===== src/rtl/mc_ctrl_pkg.sv =====
// Shared definitions for the multi-cycle MIPS control sequencer: states,
// opcodes, access sizes and the control-word bit layout used by the splitter.
package mc_ctrl_pkg;

    typedef enum logic [3:0] {
        IDLE   = 4'd0,
        FETCH  = 4'd1,
        DECODE = 4'd2,
        EXEC   = 4'd3,
        MEM_RD = 4'd4,
        MEM_WR = 4'd5,
        WB     = 4'd6,
        BRANCH = 4'd7,
        JUMP   = 4'd8
    } state_t;

    localparam logic [5:0] OP_RTYPE = 6'b000000;
    localparam logic [5:0] OP_ADDI  = 6'b001000;
    localparam logic [5:0] OP_LW    = 6'b100011;
    localparam logic [5:0] OP_LH    = 6'b100001;
    localparam logic [5:0] OP_LB    = 6'b100000;
    localparam logic [5:0] OP_SW    = 6'b101011;
    localparam logic [5:0] OP_SH    = 6'b101001;
    localparam logic [5:0] OP_SB    = 6'b101000;
    localparam logic [5:0] OP_BEQ   = 6'b000100;
    localparam logic [5:0] OP_J     = 6'b000010;

    localparam logic [1:0] SIZE_WORD = 2'b00;
    localparam logic [1:0] SIZE_HALF = 2'b01;
    localparam logic [1:0] SIZE_BYTE = 2'b10;

    localparam int SIG_REG_DST    = 9;
    localparam int SIG_ALU_SRC    = 8;
    localparam int SIG_REG_WRITE  = 7;
    localparam int SIG_MEM_READ   = 6;
    localparam int SIG_MEM_WRITE  = 5;
    localparam int SIG_MEM_TO_REG = 4;
    localparam int SIG_BRANCH     = 3;
    localparam int SIG_JUMP       = 2;
    localparam int SIG_SIZE_MSB   = 1;
    localparam int SIG_SIZE_LSB   = 0;

    typedef struct packed {
        logic       is_rtype;
        logic       is_load;
        logic       is_store;
        logic       is_branch;
        logic       is_jump;
        logic       legal;
        logic [1:0] size;
    } op_info_t;

endpackage


===== src/rtl/mc_control_fsm_if.sv =====
// Sequencer <-> datapath bundle: instruction fields and flags in, control out.
interface mc_control_fsm_if #(
    parameter int CNT_W = 32
);
    logic [5:0]       opcode;
    logic [5:0]       funct;
    logic             zero;
    logic             mem_ready;
    logic [9:0]       signals;
    logic             pc_write;
    logic             ir_write;
    logic             i_or_d;
    logic             illegal_op;
    logic             mem_err;
    logic [CNT_W-1:0] instret;
    logic [3:0]       state_o;

    modport master (
        input  opcode, funct, zero, mem_ready,
        output signals, pc_write, ir_write, i_or_d, illegal_op, mem_err,
               instret, state_o
    );

    modport slave (
        output opcode, funct, zero, mem_ready,
        input  signals, pc_write, ir_write, i_or_d, illegal_op, mem_err,
               instret, state_o
    );
endinterface


===== src/rtl/mc_op_decode.sv =====
// Combinational opcode classifier: instruction class, legality and access size.
module mc_op_decode
    import mc_ctrl_pkg::*;
(
    input  logic [5:0] op,
    output op_info_t   info
);

    always_comb begin
        // NOTE: every output gets a default before the case so no path leaves it unassigned (no latch).
        info = '0;
        unique case (op)
            OP_RTYPE: begin info.is_rtype = 1'b1; info.legal = 1'b1; end
            OP_ADDI:  info.legal = 1'b1;
            OP_LW:    begin info.is_load  = 1'b1; info.legal = 1'b1; info.size = SIZE_WORD; end
            OP_LH:    begin info.is_load  = 1'b1; info.legal = 1'b1; info.size = SIZE_HALF; end
            OP_LB:    begin info.is_load  = 1'b1; info.legal = 1'b1; info.size = SIZE_BYTE; end
            OP_SW:    begin info.is_store = 1'b1; info.legal = 1'b1; info.size = SIZE_WORD; end
            OP_SH:    begin info.is_store = 1'b1; info.legal = 1'b1; info.size = SIZE_HALF; end
            OP_SB:    begin info.is_store = 1'b1; info.legal = 1'b1; info.size = SIZE_BYTE; end
            OP_BEQ:   begin info.is_branch = 1'b1; info.legal = 1'b1; end
            OP_J:     begin info.is_jump   = 1'b1; info.legal = 1'b1; end
            default:  info = '0;
        endcase
    end

endmodule


===== src/rtl/mc_control_fsm.sv =====
// Multi-cycle MIPS control sequencer: fetch/decode/exec/mem/wb stepping with
// bounded memory waits and a retired-instruction counter.
module mc_control_fsm
    import mc_ctrl_pkg::*;
#(
    parameter int MEM_TIMEOUT = 16,
    parameter int CNT_W       = 32
) (
    input logic            clk,
    input logic            rst_n,
    mc_control_fsm_if.master bus
);

    localparam int WAIT_W = $clog2(MEM_TIMEOUT + 1);

    state_t           state_q, state_d;
    logic [5:0]       op_q;
    logic [WAIT_W-1:0] wait_q, wait_d;
    logic [CNT_W-1:0] instret_q;
    logic             retire;
    logic             in_mem;
    logic             timeout;
    logic [5:0]       dec_op;
    op_info_t         info;
    logic [9:0]       sig;

    wire unused_funct = ^bus.funct;

    // The live opcode is classified while in DECODE; later states use the latched copy.
    assign dec_op = (state_q == DECODE) ? bus.opcode : op_q;

    mc_op_decode u_op_decode (
        .op   (dec_op),
        .info (info)
    );

    assign in_mem  = (state_q == FETCH) || (state_q == MEM_RD) || (state_q == MEM_WR);
    assign timeout = in_mem && !bus.mem_ready && (wait_q == WAIT_W'(MEM_TIMEOUT));

    always_comb begin
        state_d        = state_q;
        wait_d         = wait_q;
        sig            = '0;
        bus.pc_write   = 1'b0;
        bus.ir_write   = 1'b0;
        bus.i_or_d     = 1'b0;
        bus.illegal_op = 1'b0;
        bus.mem_err    = 1'b0;
        retire         = 1'b0;

        unique case (state_q)
            IDLE: state_d = FETCH;
            FETCH: begin
                sig[SIG_MEM_READ] = 1'b1;
                if (bus.mem_ready) begin
                    bus.ir_write = 1'b1;
                    bus.pc_write = 1'b1;
                    state_d      = DECODE;
                end else if (timeout) begin
                    bus.mem_err = 1'b1;
                    state_d     = FETCH;
                end
            end
            DECODE: begin
                if (!info.legal) begin
                    bus.illegal_op = 1'b1;
                    state_d        = FETCH;
                end else if (info.is_branch) begin
                    state_d = BRANCH;
                end else if (info.is_jump) begin
                    state_d = JUMP;
                end else begin
                    state_d = EXEC;
                end
            end
            EXEC: begin
                sig[SIG_REG_DST] = info.is_rtype;
                sig[SIG_ALU_SRC] = !info.is_rtype;
                sig[SIG_SIZE_MSB:SIG_SIZE_LSB] = info.size;
                if (info.is_load)       state_d = MEM_RD;
                else if (info.is_store) state_d = MEM_WR;
                else                    state_d = WB;
            end
            MEM_RD: begin
                sig[SIG_ALU_SRC]  = 1'b1;
                sig[SIG_MEM_READ] = 1'b1;
                sig[SIG_SIZE_MSB:SIG_SIZE_LSB] = info.size;
                bus.i_or_d = 1'b1;
                if (bus.mem_ready) begin
                    state_d = WB;
                end else if (timeout) begin
                    bus.mem_err = 1'b1;
                    state_d     = FETCH;
                end
            end
            MEM_WR: begin
                sig[SIG_ALU_SRC]   = 1'b1;
                sig[SIG_MEM_WRITE] = 1'b1;
                sig[SIG_SIZE_MSB:SIG_SIZE_LSB] = info.size;
                bus.i_or_d = 1'b1;
                if (bus.mem_ready) begin
                    retire  = 1'b1;
                    state_d = FETCH;
                end else if (timeout) begin
                    bus.mem_err = 1'b1;
                    state_d     = FETCH;
                end
            end
            WB: begin
                sig[SIG_REG_WRITE]  = 1'b1;
                sig[SIG_REG_DST]    = info.is_rtype;
                sig[SIG_MEM_TO_REG] = info.is_load;
                sig[SIG_SIZE_MSB:SIG_SIZE_LSB] = info.size;
                retire  = 1'b1;
                state_d = FETCH;
            end
            BRANCH: begin
                sig[SIG_BRANCH] = 1'b1;
                bus.pc_write    = bus.zero;
                retire          = 1'b1;
                state_d         = FETCH;
            end
            JUMP: begin
                sig[SIG_JUMP] = 1'b1;
                bus.pc_write  = 1'b1;
                retire        = 1'b1;
                state_d       = FETCH;
            end
            default: state_d = IDLE;
        endcase

        // Entering (or re-entering after a timeout) a wait state restarts the budget.
        if (((state_d == FETCH) || (state_d == MEM_RD) || (state_d == MEM_WR)) &&
            ((state_d != state_q) || timeout)) begin
            wait_d = '0;
        end else if (in_mem && !bus.mem_ready) begin
            wait_d = wait_q + 1'b1;
        end
    end

    always_ff @(posedge clk or negedge rst_n) begin
        if (!rst_n) begin
            state_q   <= IDLE;
            op_q      <= '0;
            wait_q    <= '0;
            instret_q <= '0;
        end else begin
            // NOTE: state registers use non-blocking assignments so every flop samples pre-edge values.
            state_q <= state_d;
            wait_q  <= wait_d;
            if (state_q == DECODE) op_q <= bus.opcode;
            if (retire) instret_q <= instret_q + CNT_W'(1);
        end
    end

    assign bus.signals = sig;
    assign bus.instret = instret_q;
    assign bus.state_o = state_q;

endmodule


===== src/flat_wrapper.sv =====
// flat-port wrapper written by rule: the top's interface ports become plain ports
module mc_control_fsm_flat import mc_ctrl_pkg::*;
#(
    parameter int MEM_TIMEOUT = 16,
    parameter int CNT_W       = 32
)
  (clk, rst_n, bus_opcode, bus_funct, bus_zero, bus_mem_ready, bus_signals, bus_pc_write, bus_ir_write, bus_i_or_d, bus_illegal_op, bus_mem_err, bus_instret, bus_state_o);
  mc_control_fsm_if #(.CNT_W(CNT_W)) bus_i ();
  input logic clk;
  input logic rst_n;
  input wire logic [$bits(bus_i.opcode)-1:0] bus_opcode;
  input wire logic [$bits(bus_i.funct)-1:0] bus_funct;
  input wire logic [$bits(bus_i.zero)-1:0] bus_zero;
  input wire logic [$bits(bus_i.mem_ready)-1:0] bus_mem_ready;
  output wire logic [$bits(bus_i.signals)-1:0] bus_signals;
  output wire logic [$bits(bus_i.pc_write)-1:0] bus_pc_write;
  output wire logic [$bits(bus_i.ir_write)-1:0] bus_ir_write;
  output wire logic [$bits(bus_i.i_or_d)-1:0] bus_i_or_d;
  output wire logic [$bits(bus_i.illegal_op)-1:0] bus_illegal_op;
  output wire logic [$bits(bus_i.mem_err)-1:0] bus_mem_err;
  output wire logic [$bits(bus_i.instret)-1:0] bus_instret;
  output wire logic [$bits(bus_i.state_o)-1:0] bus_state_o;
  assign bus_i.opcode = bus_opcode;
  assign bus_i.funct = bus_funct;
  assign bus_i.zero = bus_zero;
  assign bus_i.mem_ready = bus_mem_ready;
  assign bus_signals = bus_i.signals;
  assign bus_pc_write = bus_i.pc_write;
  assign bus_ir_write = bus_i.ir_write;
  assign bus_i_or_d = bus_i.i_or_d;
  assign bus_illegal_op = bus_i.illegal_op;
  assign bus_mem_err = bus_i.mem_err;
  assign bus_instret = bus_i.instret;
  assign bus_state_o = bus_i.state_o;
  mc_control_fsm #(.MEM_TIMEOUT(MEM_TIMEOUT), .CNT_W(CNT_W)) u_core (.clk(clk), .rst_n(rst_n), .bus(bus_i));
endmodule

===== config.mk =====
export PLATFORM = sky130hd
export DESIGN_NAME = mc_control_fsm_flat
export DESIGN_NICKNAME = d
export VERILOG_FILES = /design/src/rtl/mc_ctrl_pkg.sv /design/src/rtl/mc_control_fsm_if.sv /design/src/rtl/mc_op_decode.sv /design/src/rtl/mc_control_fsm.sv /design/src/flat_wrapper.sv
export SDC_FILE = /design/constraint.sdc
export NUM_CORES = 1
export LEC_CHECK = 0
export CAP_MARGIN = 30
export CORE_MARGIN = 1.5
export CORE_UTILIZATION = 44
export CTS_CLUSTER_DIAMETER = 80
export DETAILED_ROUTE_END_ITERATION = 8
export PLACE_DENSITY = 0.89
export SLEW_MARGIN = 25
export SYNTH_ARGS = -nofsm -noshare
export SYNTH_HDL_FRONTEND = slang
export SYNTH_SLANG_ARGS = --single-unit

===== constraint.sdc =====
create_clock -name clk -period 2 [get_ports clk]
set_input_delay 0.4 -clock clk [delete_from_list [all_inputs] [get_ports clk]]
set_output_delay 0.4 -clock clk [all_outputs]
set_load 0.02 [all_outputs]

# After elaboration in Yosys (flattened, before gate mapping)
# Index checks and enable logic that the tools add are counted.
# op_classes
n_mux	39
n_reduce_logical	25
eq_ne	22
addsub	2
# ops
operator	n
6-bit equality test, second input constant	6
32-bit by 1-bit adder with 32-bit output, second input constant	1
4-bit 2-to-1 mux	7
4-bit by 3-bit equality test with 1-bit output, second input constant	6
4-bit one-hot mux with 6 select lines	1
1-bit 2-to-1 mux	21
3-bit OR reduction	4
5-bit 2-to-1 mux	2
10-bit OR reduction	1
2-bit OR reduction	5
4-bit by 1-bit equality test with 1-bit output, second input constant	2
4-bit by 2-bit equality test with 1-bit output, second input constant	2
4-bit OR reduction	2
6-bit by 2-bit equality test with 1-bit output, second input constant	1
6-bit by 3-bit equality test with 1-bit output, second input constant	1
6-bit by 4-bit equality test with 1-bit output, second input constant	1
6-bit logical NOT	1
2-bit 2-to-1 mux	3
6-bit 2-to-1 mux	1
5-bit by 1-bit adder with 5-bit output, second input constant	1
5-bit equality test, second input constant	1
1-bit logical OR	5
4-bit equality test, second input constant	1
4-bit logical NOT	1
7 further kinds	11
# word_totals
regBits	47
output_inout_bits	51
input_bits	16

# Depth between registers and ports, before layout
# depth
depth_word	13
ltp_mapped	8

# By module
# Synthesis repeated with hierarchy kept, for this count alone.
# hier_totals
cells_unflattened	254
area_unflattened_um2	2632.5
# modules_own_cells
module	seq_area_each_um2	n_inst	cells_per_inst	area_per_inst_um2
mc_control_fsm	1176.1	1	238	2494.9
mc_op_decode	0.0	1	16	137.6

# Worst setup path before layout
# Ideal clock, no wire load.
# synth_timing
kind	register -> output
from	reg u_core.state_q[1], in the netlist u_core.bus.state_o[1]
to	out bus_signals[0]
stages_incl_launch_ff	7
required_time_ns	1.600
path_slack_ns	-0.557
t_arrival_ns	2.157
path_cell_list	dfrtp_1 -> or4b_1 -> buf_6 -> nand2_1 -> nand4b_1 -> or4_1 -> nor2_1
# synth_via
elab_chain_cells	6
word_cells_on_any_way	15
cone_classes	9 x eq/ne; 3 x mux; 3 x reduce/logical
# synth_rtl
item	line	rtl
start, declared	mc_control_fsm.sv:16	state_t state_q, state_d;
start signal, assigned	mc_control_fsm.sv:149	state_q <= state_d;
4-bit by 2-bit equality test with 1-bit output	mc_control_fsm.sv:30	assign dec_op = (state_q == DECODE) ? bus.opcode : op_q;
6-bit 2-to-1 mux	mc_control_fsm.sv:30	
6-bit equality test	mc_op_decode.sv:12	unique case (op)
2-bit OR reduction (no source line)	--	
2-bit one-hot mux with 2 select lines	mc_op_decode.sv:12	
2-bit 2-to-1 mux (*)	mc_control_fsm.sv:51	unique case (state_q)
end, declared	flat_wrapper.sv:15	output wire logic [$bits(bus_i.signals)-1:0] bus_signals;
# Mark *: on every way between the ends. The rest lies on a longest branch, timed or not.

# Worst setup path after layout
# layout_timing
from	reg u_core.state_q[2], in the netlist u_core.bus.state_o[2]
to	out bus_signals[0]
# Same word-level chain as after synthesis.

==> impl_results.rst <==
.. list-table::
   :header-rows: 1

   * - Metric
     - Value
   * - Number of I/O port buffers
     - 60
   * - Max Slew Vio Count
     - 0
   * - Vertical die dimension
     - around 79 um
   * - Worst setup path start
     - u_core.bus.state_o[2]
   * - Iter 0 DRT Violations
     - 85
   * - Reg2reg start
     - u_core.bus.state_o[1]
   * - Clk pin slew, worst setup/hold paths
     - around 0.080 ns
   * - Post-Syn Nets
     - around 270
   * - R2R cell count
     - 9
   * - Worst-case setup slack after placement
     - -0.7561 ns
   * - Failing checks
     - negative setup slack
   * - Vias in the first global route
     - 2386
   * - H-Tree Level Count
     - 2
   * - Area post-placement
     - about 3700 um2
   * - Number of detailed-route iterations in the first pass
     - 4
   * - R2R Setup Slk
     - -0.27 ns
   * - Reg2Reg Capture Point
     - u_core.wait_q[4]
   * - CP Launch Type
     - flop
   * - Final Hold Vio Count
     - 0
   * - Post-route clock skew
     - 0.009925 ns
   * - Worst EP arrival
     - ~2.3 ns
   * - Count of antenna diodes in the layout
     - 0
   * - DR DRC count
     - 0
   * - Routed length on met2
     - about 3700 um
   * - Initial antenna violation count
     - 0
   * - Crit Path Category
     - flop to primary output
   * - Number of sinks on the clock net
     - 47
   * - Post-DP HPWL
     - ~4800 um
   * - Post-synthesis instance area
     - ~2500 um2
   * - Routed metal-1 wire length
     - approximately 3000 um
   * - CP endpoint kind
     - primary output
   * - Average wire per standard cell
     - between 15 and 20 um
   * - Critical-path maximum fanout
     - 2
   * - Leakage power of the design
     - approximately 1.9 nW
   * - Clock tree from TritonCTS
     - built
   * - Worst hold slack after final layout
     - 0.06013 ns
   * - Part of the Yosys area used for sequential elements
     - a little under half
   * - Global-route wire length before repair
     - 11200 um
   * - Final Non-Filler Cells
     - around 450
   * - Register bit total from synthesis
     - 47
   * - Core utilization of the finished layout
     - about 78%
   * - Hold Path Class
     - primary input to asynchronous set/reset pin
   * - EDFF count, synth
     - 0
   * - Gp weighted congestion
     - around 0.87
   * - Clock insertion delay at the later pin of the skew report
     - 0.30 ns
   * - Pint
     - roughly 2.8 mW
   * - Die Wd
     - 78.64 um
   * - Gate power share
     - 57.2%
   * - Async set-reset flop share out of synthesis
     - between 90% and 100%
   * - Total wirelength of the detailed-routed design
     - slightly above 7000 um
   * - Setup slack of the critical path after layout
     - -0.6500 ns
   * - Largest net degree at the start of global routing
     - 25
   * - Average cell area after synthesis
     - approximately 10 um2
   * - Unrepaired setup endpoints after global routing
     - yes
   * - Layout area overhead
     - 70.48%
   * - Cell type group with the largest total delay on the critical path
     - simple AND/OR/NAND/NOR gates
   * - Min Tclk post-route
     - around 2.7 ns
   * - Final number of setup-violating endpoints
     - 33
   * - Max rail drop VDD
     - 750.6 uV
   * - Count of maximum capacitance violations
     - 0
   * - Number of instances in the synthesized netlist
     - around 250
   * - Area of the die
     - approximately 6200 um2
   * - Outcome
     - complete, but fails checks
   * - Floorplan row count
     - 27
   * - Combined buffer and inverter count along the critical path
     - 1
   * - Worst stage delay on the critical path
     - between 0.5 and 0.6 ns
   * - Count of pins on the block boundary
     - 67
   * - Power per cell area
     - ~1100 nW/um2
   * - Total power after layout
     - ~4.5 mW
   * - Worst Path Required
     - 1.60 ns
   * - Number of placed instances with taps included
     - approximately 420
   * - Relative slew slack
     - between 60% and 70%
   * - Sum of overflow across all layers after global routing
     - 0
   * - Initial core utilization
     - a little under half
   * - Power share of the sequential group
     - between 20 and 30%
   * - Post-detailed-route count of antenna-violating nets
     - 0
   * - CTS Buf Count
     - 5
   * - Finished layout cell area
     - ~4300 um2
   * - Cell-by-cell listing of the critical path
     - or4b_4, nand2_2, nand4b_1, or4_4, nor2_4, buf_6
   * - Number of buffers added to fix hold violations after cts
     - 0
   * - Clk root buf
     - sky130_fd_sc_hd__clkbuf_8
   * - Total via count after detailed routing
     - 2396
   * - Share of post-route cells with drive strength above 1
     - 43.31%
   * - Switching part of the total
     - between 30% and 40%
   * - Fmax
     - around 380 MHz
   * - Sw Pwr
     - approximately 1.7 mW
   * - Slew at the pin closest to its max-slew limit
     - 0.5719 ns
   * - Portion of total power attributed to the clock network
     - between 10% and 20%
   * - Net count reported at finish
     - between 300 and 400
   * - Standard cell with the maximum stage delay on the critical path
     - sky130_fd_sc_hd__or4b_4
   * - Core Box Area
     - between 5000 and 6000 um2
   * - Top sig layer
     - met4
   * - Mean number of vias per cell
     - 5.289
   * - Predominant post-synthesis flop cell
     - sky130_fd_sc_hd__dfrtp_1
   * - Wire length on met3
     - ~360 um
   * - Period Utilization, post-route
     - 132.5%
   * - Setup TNS after final layout
     - -5.466 ns
   * - Distinct cell type count after synthesis
     - 50
   * - Total track usage
     - a little under a quarter
   * - Clock Tree Buf Depth
     - 2
   * - Number of warnings issued by yosys
     - 0
==> power groups by stage <==
stage	logic, mW	clock network [mW]	registers [mW]
finish	2.59	0.683	1.26
global route	2.75	0.737	1.27
detailed placement	2.05	0	1.25
floorplan	1.11	0	1.37
global placement	2.00	0	1.24
CTS	2.30	0.705	1.24
==> Yosys cell counts (all sizes together) (3+ instances only) <==
library cell,number,share of area [%]
xnor2,30,10
nand2,32,4.8
dfrtp,47,47
nand4,10,2.5
nor3,8,1.8
a21oi,3,1.0
buf,5,1.4
nor4,5,1.5
inv,10,1.5
nand3,15,3.2
ha,3,1.5
xor2,7,2.4
and4,4,1.4
nor2,25,3.9
nor4b,3,2.2
and3,6,1.5
==> placed cells by master, fill, tap and decap left out, drive strengths merged, types with 3 or more instances in the layout <==
cell	n
a21oi	3
and3	6
and4	4
buf	87
clkbuf	5
clkdlybuf4s50	42
dfrtp	47
ha	3
inv	10
nand2	32
nand3	15
nand4	10
nor2	25
nor3	8
nor4	5
nor4b	3
xnor2	30
xor2	7
==> routing by layer <==
| layer | GRT usage, % | up-vias |
|---|---|---|
| li1 | - | 1135 |
| met1 | 29.47 | 1168 |
| met2 | 39.40 | 73 |
| met3 | 3.605 | 20 |
| met4 | 8.929 | 0 |
| met5 | 0 | - |
==> worst max-delay path by stage <==
stage / endpoint / slack [ns] / cells past startpoint
finish: bus_signals[0] / -0.65 / 6
global route: bus_signals[0] / -0.72 / 6
CTS: bus_signals[0] / -0.61 / 6
detailed placement: bus_signals[0] / -0.76 / 6
global placement: bus_signals[0] / -0.71 / 6
floorplan: bus_signals[0] / -0.36 / 6
==> layout make-up <==
class	count	area, um2
clock buffers	5	68.82
clock inverters	3	43.79
fillers	321	1215
inverters	10	37.54
multi-input cells	185	1637
flip-flops and latches	47	1181
well taps	72	90.09
repair buffers	131	1234
==> worst register-to-register path, delay by kind of cell (launching register included) <==
| kind | cells | cell delay (ns) |
|---|---|---|
| flip-flops | 1 | 0.39 |
| multiplexers | 1 | 0.35 |
| AO/OA/AOI/OAI | 2 | 0.57 |
| AND/OR/NAND/NOR | 3 | 0.52 |
| buffers and inverters | 3 | 0.31 |
==> flip-flops by register name, summed over array words and instances, names as in the netlist <==
signal              flops
u_core.bus.state_o      4
u_core.op_q             6
u_core.wait_q           5
u_core.bus.instret     32
==> timing repair <==
item,in CTS,in global routing
pin swaps,12,28
endpoints found under the setup margin,21,47
gates resized for setup,98,53
setup buffers,12,11
==> cells by family (layout without fill, tap and decap cells) <==
logic type / Yosys count / count (layout) / synth area share (%)
buf+inv: 16 / 149 / 3.081
flops: 47 / 47 / 46.72
mux: 4 / 4 / 1.690
simple gates: 121 / 121 / 26.84
xor+xnor: 37 / 37 / 12.87
compound gates: 20 / 20 / 7.307
fa+ha+maj: 3 / 3 / 1.491
No activity file was read; power rests on OpenSTA's default activity.
